===== config.mk =====
export PLATFORM = sky130hd
export DESIGN_NAME = alu_matrix_mac_seq_flat
export DESIGN_NICKNAME = d
export VERILOG_FILES = /design/src/rtl/alu_matrix_mac_seq_if.sv /design/src/rtl/alu_matrix_mac_seq.sv /design/src/flat_wrapper.sv
export SDC_FILE = /design/constraint.sdc
export NUM_CORES = 2
export LEC_CHECK = 0
export BUFFER_PORTS_ARGS = -buffer_cell sky130_fd_sc_hd__buf_2
export CAP_MARGIN = 40
export CORE_UTILIZATION = 35
export CTS_BUF_LIST = sky130_fd_sc_hd__clkbuf_2
export DETAILED_ROUTE_END_ITERATION = 10
export GPL_ROUTABILITY_DRIVEN = 0
export PLACE_DENSITY = 0.54
export SLEW_MARGIN = 15
export SYNTH_ARGS = -nofsm -noshare
export SYNTH_HDL_FRONTEND = slang
export SYNTH_SLANG_ARGS = --single-unit

===== constraint.sdc =====
create_clock -name clk -period 18.6 [get_ports clk]
set_clock_uncertainty 0.15 [all_clocks]
set_input_delay 0.93 -clock clk [delete_from_list [all_inputs] [get_ports clk]]
set_output_delay 0.93 -clock clk [all_outputs]
set_load 0.02 [all_outputs]

===== src/rtl/alu_matrix_mac_seq_if.sv =====
// Handshake and operand/result bundle for the sequential NxN matrix MAC engine.
// The master side issues runs and reads results; the slave side is the engine.
interface alu_matrix_mac_seq_if #(
   parameter int N = 5,
   parameter int W = 8
);
   logic               start;
   logic               sat_mode;
   logic [N*N*W-1:0]   A_flat;
   logic [N*N*W-1:0]   B_flat;
   logic [N*N*W-1:0]   C_flat;
   logic               busy;
   logic               done;
   logic               overflow_flag;

   modport master (
      output start, sat_mode, A_flat, B_flat,
      input  C_flat, busy, done, overflow_flag
   );

   modport slave (
      input  start, sat_mode, A_flat, B_flat,
      output C_flat, busy, done, overflow_flag
   );
endinterface


===== src/rtl/alu_matrix_mac_seq.sv =====
// Sequential signed NxN matrix multiplier C = A x B, one MAC per clock,
// i/j/k loop order, per-run wrap/saturate result mode and sticky overflow flag.
module alu_matrix_mac_seq #(
   parameter int N     = 5,
   parameter int W     = 8,
   parameter int ACC_W = 19
) (
   input  logic                 clk,
   input  logic                 rst,
   alu_matrix_mac_seq_if.slave  bus
);
   localparam int            CW       = (N > 1) ? $clog2(N) : 1;
   localparam int            FW       = N * N * W;
   localparam logic [CW-1:0] LAST_IDX = CW'(N - 1);

   typedef enum logic [0:0] {
      S_IDLE = 1'b0,
      S_RUN  = 1'b1
   } state_t;

   state_t                  r_state;
   state_t                  w_next_state;

   logic [FW-1:0]           r_a;
   logic [FW-1:0]           r_b;
   logic [FW-1:0]           r_c;
   logic                    r_sat;
   logic                    r_busy;
   logic                    r_done;
   logic                    r_ovf;
   logic [CW-1:0]           r_i;
   logic [CW-1:0]           r_j;
   logic [CW-1:0]           r_k;
   logic signed [ACC_W-1:0] r_acc;

   logic                    w_last_k;
   logic                    w_last_j;
   logic                    w_last_mac;
   logic signed [W-1:0]     w_a_elem;
   logic signed [W-1:0]     w_b_elem;
   logic signed [2*W-1:0]   w_prod;
   logic signed [ACC_W-1:0] w_sum;

   // A sum fits in W signed bits only if all bits from W-1 upward agree.
   function automatic logic range_ovf(input logic signed [ACC_W-1:0] s);
      return !((&s[ACC_W-1:W-1]) || (~|s[ACC_W-1:W-1]));
   endfunction

   function automatic logic [W-1:0] shape_result(input logic signed [ACC_W-1:0] s,
                                                 input logic                    sat);
      logic [W-1:0] v;
      if (sat && range_ovf(s)) begin
         v = s[ACC_W-1] ? {1'b1, {(W-1){1'b0}}} : {1'b0, {(W-1){1'b1}}};
      end else begin
         v = s[W-1:0];
      end
      return v;
   endfunction

   // Operand fetch, full-precision product and running sum for the current MAC.
   always_comb begin
      w_a_elem   = r_a[(int'(r_i) * N + int'(r_k)) * W +: W];
      w_b_elem   = r_b[(int'(r_k) * N + int'(r_j)) * W +: W];
      w_prod     = w_a_elem * w_b_elem;
      w_sum      = r_acc + $signed({{(ACC_W-2*W){w_prod[2*W-1]}}, w_prod});
      w_last_k   = (r_k == LAST_IDX);
      w_last_j   = (r_j == LAST_IDX);
      w_last_mac = w_last_k && w_last_j && (r_i == LAST_IDX);
   end

   // Next-state decode for the IDLE/RUN controller.
   always_comb begin
      w_next_state = r_state;
      case (r_state)
         S_IDLE: begin
            if (bus.start) begin
               w_next_state = S_RUN;
            end else begin
               w_next_state = S_IDLE;
            end
         end
         S_RUN: begin
            if (w_last_mac) begin
               w_next_state = S_IDLE;
            end else begin
               w_next_state = S_RUN;
            end
         end
         default: w_next_state = S_IDLE;
      endcase
   end

   // Controller state register.
   always_ff @(posedge clk or posedge rst) begin
      if (rst) begin
         r_state <= S_IDLE;
      end else begin
         r_state <= w_next_state;
      end
   end

   // Operand latch, loop counters, accumulator and result/flag registers.
   always_ff @(posedge clk or posedge rst) begin
      if (rst) begin
         r_a    <= '0;
         r_b    <= '0;
         r_c    <= '0;
         r_sat  <= 1'b0;
         r_busy <= 1'b0;
         r_done <= 1'b0;
         r_ovf  <= 1'b0;
         r_i    <= '0;
         r_j    <= '0;
         r_k    <= '0;
         r_acc  <= '0;
      end else begin
         r_done <= 1'b0;
         case (r_state)
            S_IDLE: begin
               if (bus.start) begin
                  r_a    <= bus.A_flat;
                  r_b    <= bus.B_flat;
                  r_sat  <= bus.sat_mode;
                  r_c    <= '0;
                  r_ovf  <= 1'b0;
                  r_acc  <= '0;
                  r_i    <= '0;
                  r_j    <= '0;
                  r_k    <= '0;
                  r_busy <= 1'b1;
               end
            end
            S_RUN: begin
               if (w_last_k) begin
                  r_c[(int'(r_i) * N + int'(r_j)) * W +: W] <= shape_result(w_sum, r_sat);
                  if (range_ovf(w_sum)) begin
                     r_ovf <= 1'b1;
                  end
                  r_acc <= '0;
                  r_k   <= '0;
                  if (w_last_j) begin
                     r_j <= '0;
                     r_i <= r_i + CW'(1);
                  end else begin
                     r_j <= r_j + CW'(1);
                  end
               end else begin
                  r_acc <= w_sum;
                  r_k   <= r_k + CW'(1);
               end
               // Final element: leave counters clean for the next run.
               if (w_last_mac) begin
                  r_i    <= '0;
                  r_busy <= 1'b0;
                  r_done <= 1'b1;
               end
            end
            default: begin
               r_busy <= 1'b0;
            end
         endcase
      end
   end

   assign bus.C_flat        = r_c;
   assign bus.busy          = r_busy;
   assign bus.done          = r_done;
   assign bus.overflow_flag = r_ovf;

endmodule


===== src/flat_wrapper.sv =====
// flat-port wrapper written by rule: the top's interface ports become plain ports
module alu_matrix_mac_seq_flat 
#(
   parameter int N     = 5,
   parameter int W     = 8,
   parameter int ACC_W = 19
)
  (clk, rst, bus_start, bus_sat_mode, bus_A_flat, bus_B_flat, bus_C_flat, bus_busy, bus_done, bus_overflow_flag);
  alu_matrix_mac_seq_if #(.N(N), .W(W)) bus_i ();
  input  logic clk;
  input  logic rst;
  input wire logic [$bits(bus_i.start)-1:0] bus_start;
  input wire logic [$bits(bus_i.sat_mode)-1:0] bus_sat_mode;
  input wire logic [$bits(bus_i.A_flat)-1:0] bus_A_flat;
  input wire logic [$bits(bus_i.B_flat)-1:0] bus_B_flat;
  output wire logic [$bits(bus_i.C_flat)-1:0] bus_C_flat;
  output wire logic [$bits(bus_i.busy)-1:0] bus_busy;
  output wire logic [$bits(bus_i.done)-1:0] bus_done;
  output wire logic [$bits(bus_i.overflow_flag)-1:0] bus_overflow_flag;
  assign bus_i.start = bus_start;
  assign bus_i.sat_mode = bus_sat_mode;
  assign bus_i.A_flat = bus_A_flat;
  assign bus_i.B_flat = bus_B_flat;
  assign bus_C_flat = bus_i.C_flat;
  assign bus_busy = bus_i.busy;
  assign bus_done = bus_i.done;
  assign bus_overflow_flag = bus_i.overflow_flag;
  alu_matrix_mac_seq #(.N(N), .W(W), .ACC_W(ACC_W)) u_core (.clk(clk), .rst(rst), .bus(bus_i));
endmodule

Yosys cells after proc, flatten, opt, wreduce, memory -nomap -nowiden
Cells that the tools add are included.

Reductions and logical operators: 13. Equal/unequal tests: 9. Multiply operators: 3. Shift operators: 4. Bitwise gates (word level): 1. Mux-type cells: 33. $add $sub $neg: 8.

Operators by type and width (count): $mux W200 (2); $pmux W200 S2 (1); $bwmux W200 (1); $shift A8 B33 Y200 const A (1); $shiftx A200 B11 Y8 (1); $shiftx A200 B32 Y8 (1); $shiftx A8 B33 Y200 (1); $add A29 B4 Y29 (2); $mux W19 (2); $pmux W19 S2 (1); $neg A32 Y33 (1); $mux W8 (4); $mux W3 (7); $add A19 B16 Y19 (1); $pmux W3 S2 (3); $mul A8 B8 Y16 (1); $mul A3 B3 Y6 const B (2); $reduce_and A12 Y1 (1); $reduce_or A12 Y1 (1); $add A3 B1 Y3 const B (3); $eq A3 B3 Y1 const B (3); $mux W1 (9); $ne A2 B2 Y1 const B (4); $add A6 B3 Y7 (1); other kinds (8) (17).

Output and inout bits: 203. Register bits after elaboration: 633. Input bits: 404. Word-level logic and storage cells: 83.

Logic depth before layout (Yosys ltp)
Depth in word-level cells: 17. Gate-level depth with buffers: 34. Mapped depth without buffers: 31.

Worst setup path before layout
OpenSTA, ideal clock, no wires.

Path type: register to register. From: register u_core.r_k[0]. To: register u_core.r_c[104] (netlist: u_core.bus.C_flat[104]). Setup time: 128 ps. Stages on the path, launching flop included: 31. Path slack: 9602 ps. Path buffers: 6. Data required time: 18322 ps. Period minus slack after synthesis: 8998 ps. Data arrival time: 8720 ps. Path through: dfrtp_1 > ha_1 > inv_1 > fa_1 > buf_2 > buf_2 > buf_2 > mux4_2 > mux2_2 > a22oi_1 > a211oi_1 > nor2b_1 > fa_1 > inv_1 > fa_1 > fa_1 > inv_1 > fa_1 > ha_1 > ha_1 > buf_2 > and2_1 > nor3b_1 > or3_1 > o311a_1 > a211oi_2 > a211oi_4 > buf_6 > a22oi_2 > buf_2 > o2bb2ai_1.

Longest elaborated chain between the ends: 17. Elaborated cells on any way between the ends: 24. Classes of those cells: add/sub (3); mul (2); eq/ne (2); shift (3); mux (7); reduce/logical (7).

Ends and longest elaborated chain: from (decl) (RTL line alu_matrix_mac_seq.sv:33) `logic [CW-1:0] r_k;`; from (signal assigned) (RTL line alu_matrix_mac_seq.sv:149) `r_k <= r_k + CW'(1);`; $mul A3 B3 Y6 (RTL line alu_matrix_mac_seq.sv:63) `w_b_elem = r_b[(int'(r_k) * N + int'(r_j)) * W +: W];`; $add A29 B4 Y29 (RTL line alu_matrix_mac_seq.sv:63); $shiftx A200 B32 Y8 (RTL line alu_matrix_mac_seq.sv:63); $mul A8 B8 Y16 (RTL line alu_matrix_mac_seq.sv:64) `w_prod = w_a_elem * w_b_elem;`; $add A19 B16 Y19 (RTL line alu_matrix_mac_seq.sv:65) `w_sum = r_acc + $signed({{(ACC_W-2*W){w_prod[2*W-1]}}, w_prod});`; $reduce_or A12 Y1 (RTL line alu_matrix_mac_seq.sv:46) `return !((&s[ACC_W-1:W-1]) || (~|s[ACC_W-1:W-1]));`; $logic_not A1 Y1 (RTL line alu_matrix_mac_seq.sv:46); $logic_or A1 B1 Y1 (RTL line alu_matrix_mac_seq.sv:46); $logic_not A1 Y1; $logic_and A1 B1 Y1 (RTL line alu_matrix_mac_seq.sv:52) `if (sat && range_ovf(s)) begin`; $mux W8 (RTL line alu_matrix_mac_seq.sv:52); $mux W8 (RTL line alu_matrix_mac_seq.sv:134) `if (w_last_k) begin`; $mux W8 (RTL line alu_matrix_mac_seq.sv:118) `case (r_state)`; $shiftx A8 B33 Y200 (RTL line alu_matrix_mac_seq.sv:135) `r_c[(int'(r_i) * N + int'(r_j)) * W +: W] <= shape_result(w_sum, r_sat);`; $bwmux W200 (RTL line alu_matrix_mac_seq.sv:135); $mux W200 (RTL line alu_matrix_mac_seq.sv:134); $pmux W200 S2 (RTL line alu_matrix_mac_seq.sv:118); to (signal, indexed assignment) (RTL line alu_matrix_mac_seq.sv:135); to (decl) (RTL line alu_matrix_mac_seq.sv:26) `logic [FW-1:0] r_c;`.

Several ways; a longest one is shown, not always the timed one. The select of a mux whose other input is x is not followed. A chain may end at the register's enable or synchronous reset.

Worst setup path after layout
From: register u_core.r_k[0]. To: register u_core.r_c[91] (netlist: u_core.bus.C_flat[91]).

Same word-level chain as after synthesis.

==> out/metrics.csv <==
metric,value,unit
drive_above_1_share,0.234,
max_slew_margin,0.348,
routedWlPerCell,20.0,µm
cts_tree,yes,
slowest_stage,buf_4,
fin_crit_sh,0.537,
rrSetupSlack,8620,ps
synthCells,3136,
synth_edf_count,0,
ys.flop_type,dfrtp_1,
die_w,302,µm
rsz0062_at_grt,no,
cp.required,19690,ps
rr_startpoint,u_core.r_k[0],
htreeDepth,4,
nFillCells,7907,
start_util,0.355,
min_path_cells,4,
fin_nets,5160,
syn_nets,3694,
ys_warn_count,0,
area_delta_synth_final,44.6,%
fin_setup_tns,0,ps
initialDrtViolationCount,1913,
grt_pass1_wl,183000,µm
grt_max_degree,156,
r2r_end,u_core.bus.C_flat[91],
drc,11,
clk_latency,1490,ps
num_vias,29700,
synth.most_common_cell,nand2_1,
grtUsageTotal,0.261,
firstDrtPassIters,10,
num_rows,109,
max_cap_viol_count,0,
setup_viol_count_final,0,
coreArea,88800,µm²
hpwlAfterDp,74800,µm
synthTopCellsByCount,"nand2_1 (1336), dfrtp_1 (633), o2bb2ai_1 (192), inv_1 (120), clkbuf_1 (108)",
reg2reg_depth,29,
dieArea,91200,µm²
yosysSeqAreaShare,0.503,
synth.top_cells.by_area,"dfrtp_1 (50%), nand2_1 (16%), mux4_2 (7.4%)",
hp-class,input pin to register,
cts.sinks,633,
crit_fanout,48,
clk_pin_slew,100,ps
drt.antenna.violating_nets,0,
wl,118000,µm
multi_input_area,14600,µm²
synth_top_area_frac,0.503,
syn_area_per_cell,10.0,µm²
tightest_slew,978,ps
synth-async-reset-ratio,1.00,
synth.distinct_cells,64,
io_buffers,606,
min_period,9980,ps
fin_hold_ws,154,ps
finalHoldViolCount,0,
regArea,15800,µm²
grt_pass1_vias,32000,
slowest_delay,650,ps
ios,607,
crit_arrival,11070,ps
avgViaCountPerCell,5.01,
fp.dieH,302,µm
drv_slew,0,
endpoint_kind,register,
cts-root-buf,clkbuf_2,
overflow,0,
cts_max_path_buffers,3,
critPathLaunchType,register,
crit_type,register to register,
numCtsBuffers,175,
status,"complete, but fails checks",
yosys.area.top_type,dfrtp_1,
antenna_found_initial,29,
violations,DRC,
hold_end,u_core.r_b[187],
max_freq,0.100,GHz
syn_area,31500,µm²
worstHoldStart,bus_B_flat[187],
synth-seq-cells,633,
routing by layer:
metal	global-route usage	routed length, µm	up-vias
met5	0	23	-
met3	0.0473	5830	379
met4	0.144	5980	4
li1	-	-	13500
met2	0.439	59100	1137
met1	0.319	47300	14700
worst max-delay path: cells and delay by family, from the launching register on:
family,cells,cell delay (ps)
buffers and inverters,8,1720
AOI/OAI and AO/OA,6,1770
DFF,1,560
and+or+nand+nor,7,1960
adders and majority gates,8,3570
logic make-up after synthesis:
| kind of cell | share of synthesized area |
|---|---|
| compound gates | 0.0999 |
| xor+xnor | 0.00997 |
| fa+ha+maj | 0.0821 |
| buf+inv | 0.0355 |
| flops | 0.503 |
| mux | 0.0784 |
| simple gates | 0.191 |
how the worst max path moves through the flow:
stage                       start                      to  cells after the start
finish              u_core.r_k[0]   u_core.bus.C_flat[91]                     29
global route        u_core.r_k[0]   u_core.bus.C_flat[94]                     29
CTS                 u_core.r_k[0]  u_core.bus.C_flat[155]                     29
detailed placement  u_core.r_k[0]   u_core.bus.C_flat[11]                     29
global placement    u_core.r_k[0]   u_core.bus.C_flat[99]                     28
floorplan                     rst    u_core.bus.C_flat[0]                      1
layout make-up:
cell class,instances,area share
sequential,633,0.348
multi-input combinational,2220,0.321
inverter,121,0.0101
tap,1165,0.0320
clock buffer,260,0.0286
clock inverter,41,0.00541
timing repair buffer,1451,0.253
antenna,33,0.00181
state kept, by name (all words and copies together), names as in the netlist:
name / count
u_core.bus.C_flat: 200
u_core.r_a: 200
u_core.r_b: 200
u_core.r_acc: 19
u_core.r_i: 3
u_core.r_j: 3
u_core.r_k: 3
u_core.bus.busy: 1
u_core.bus.done: 1
u_core.bus.overflow_flag: 1
u_core.r_sat: 1
u_core.r_state: 1
repair_timing:
item,4_1_cts,5_1_grt
buffers inserted,0,0
gates resized for setup,0,0
endpoints found under the hold margin,672,0
hold buffers,776,0
placed cells by master (no fill, tap or decap), types with 48 or more instances in the layout:
cell	count
inv_1	119
dfrtp_1	633
buf_4	48
fa_1	86
mux4_2	104
ha_1	64
clkbuf_2	260
buf_2	612
nand2_1	1336
dlygate4sd3_1	776
o2bb2ai_1	192
nor2_1	57
stage by stage:
stage | utilization | worst slack, ps | area, µm² | cells
3_5_place_dp | 0.407 | 8700 | 36100 | 4810
2_1_floorplan | - | 8880 | 31500 | 3136
6_report | 0.513 | 8620 | 45600 | 5924
4_1_cts | 0.512 | 8600 | 45500 | 5887
5_1_grt | 0.513 | 8070 | 45600 | 5924
3_3_place_gp | 0.403 | 8770 | 35800 | 4789
Power is left out: the tool's default activity adds up to more than one toggle a clock period on the data nets, which glitch-free logic cannot reach.
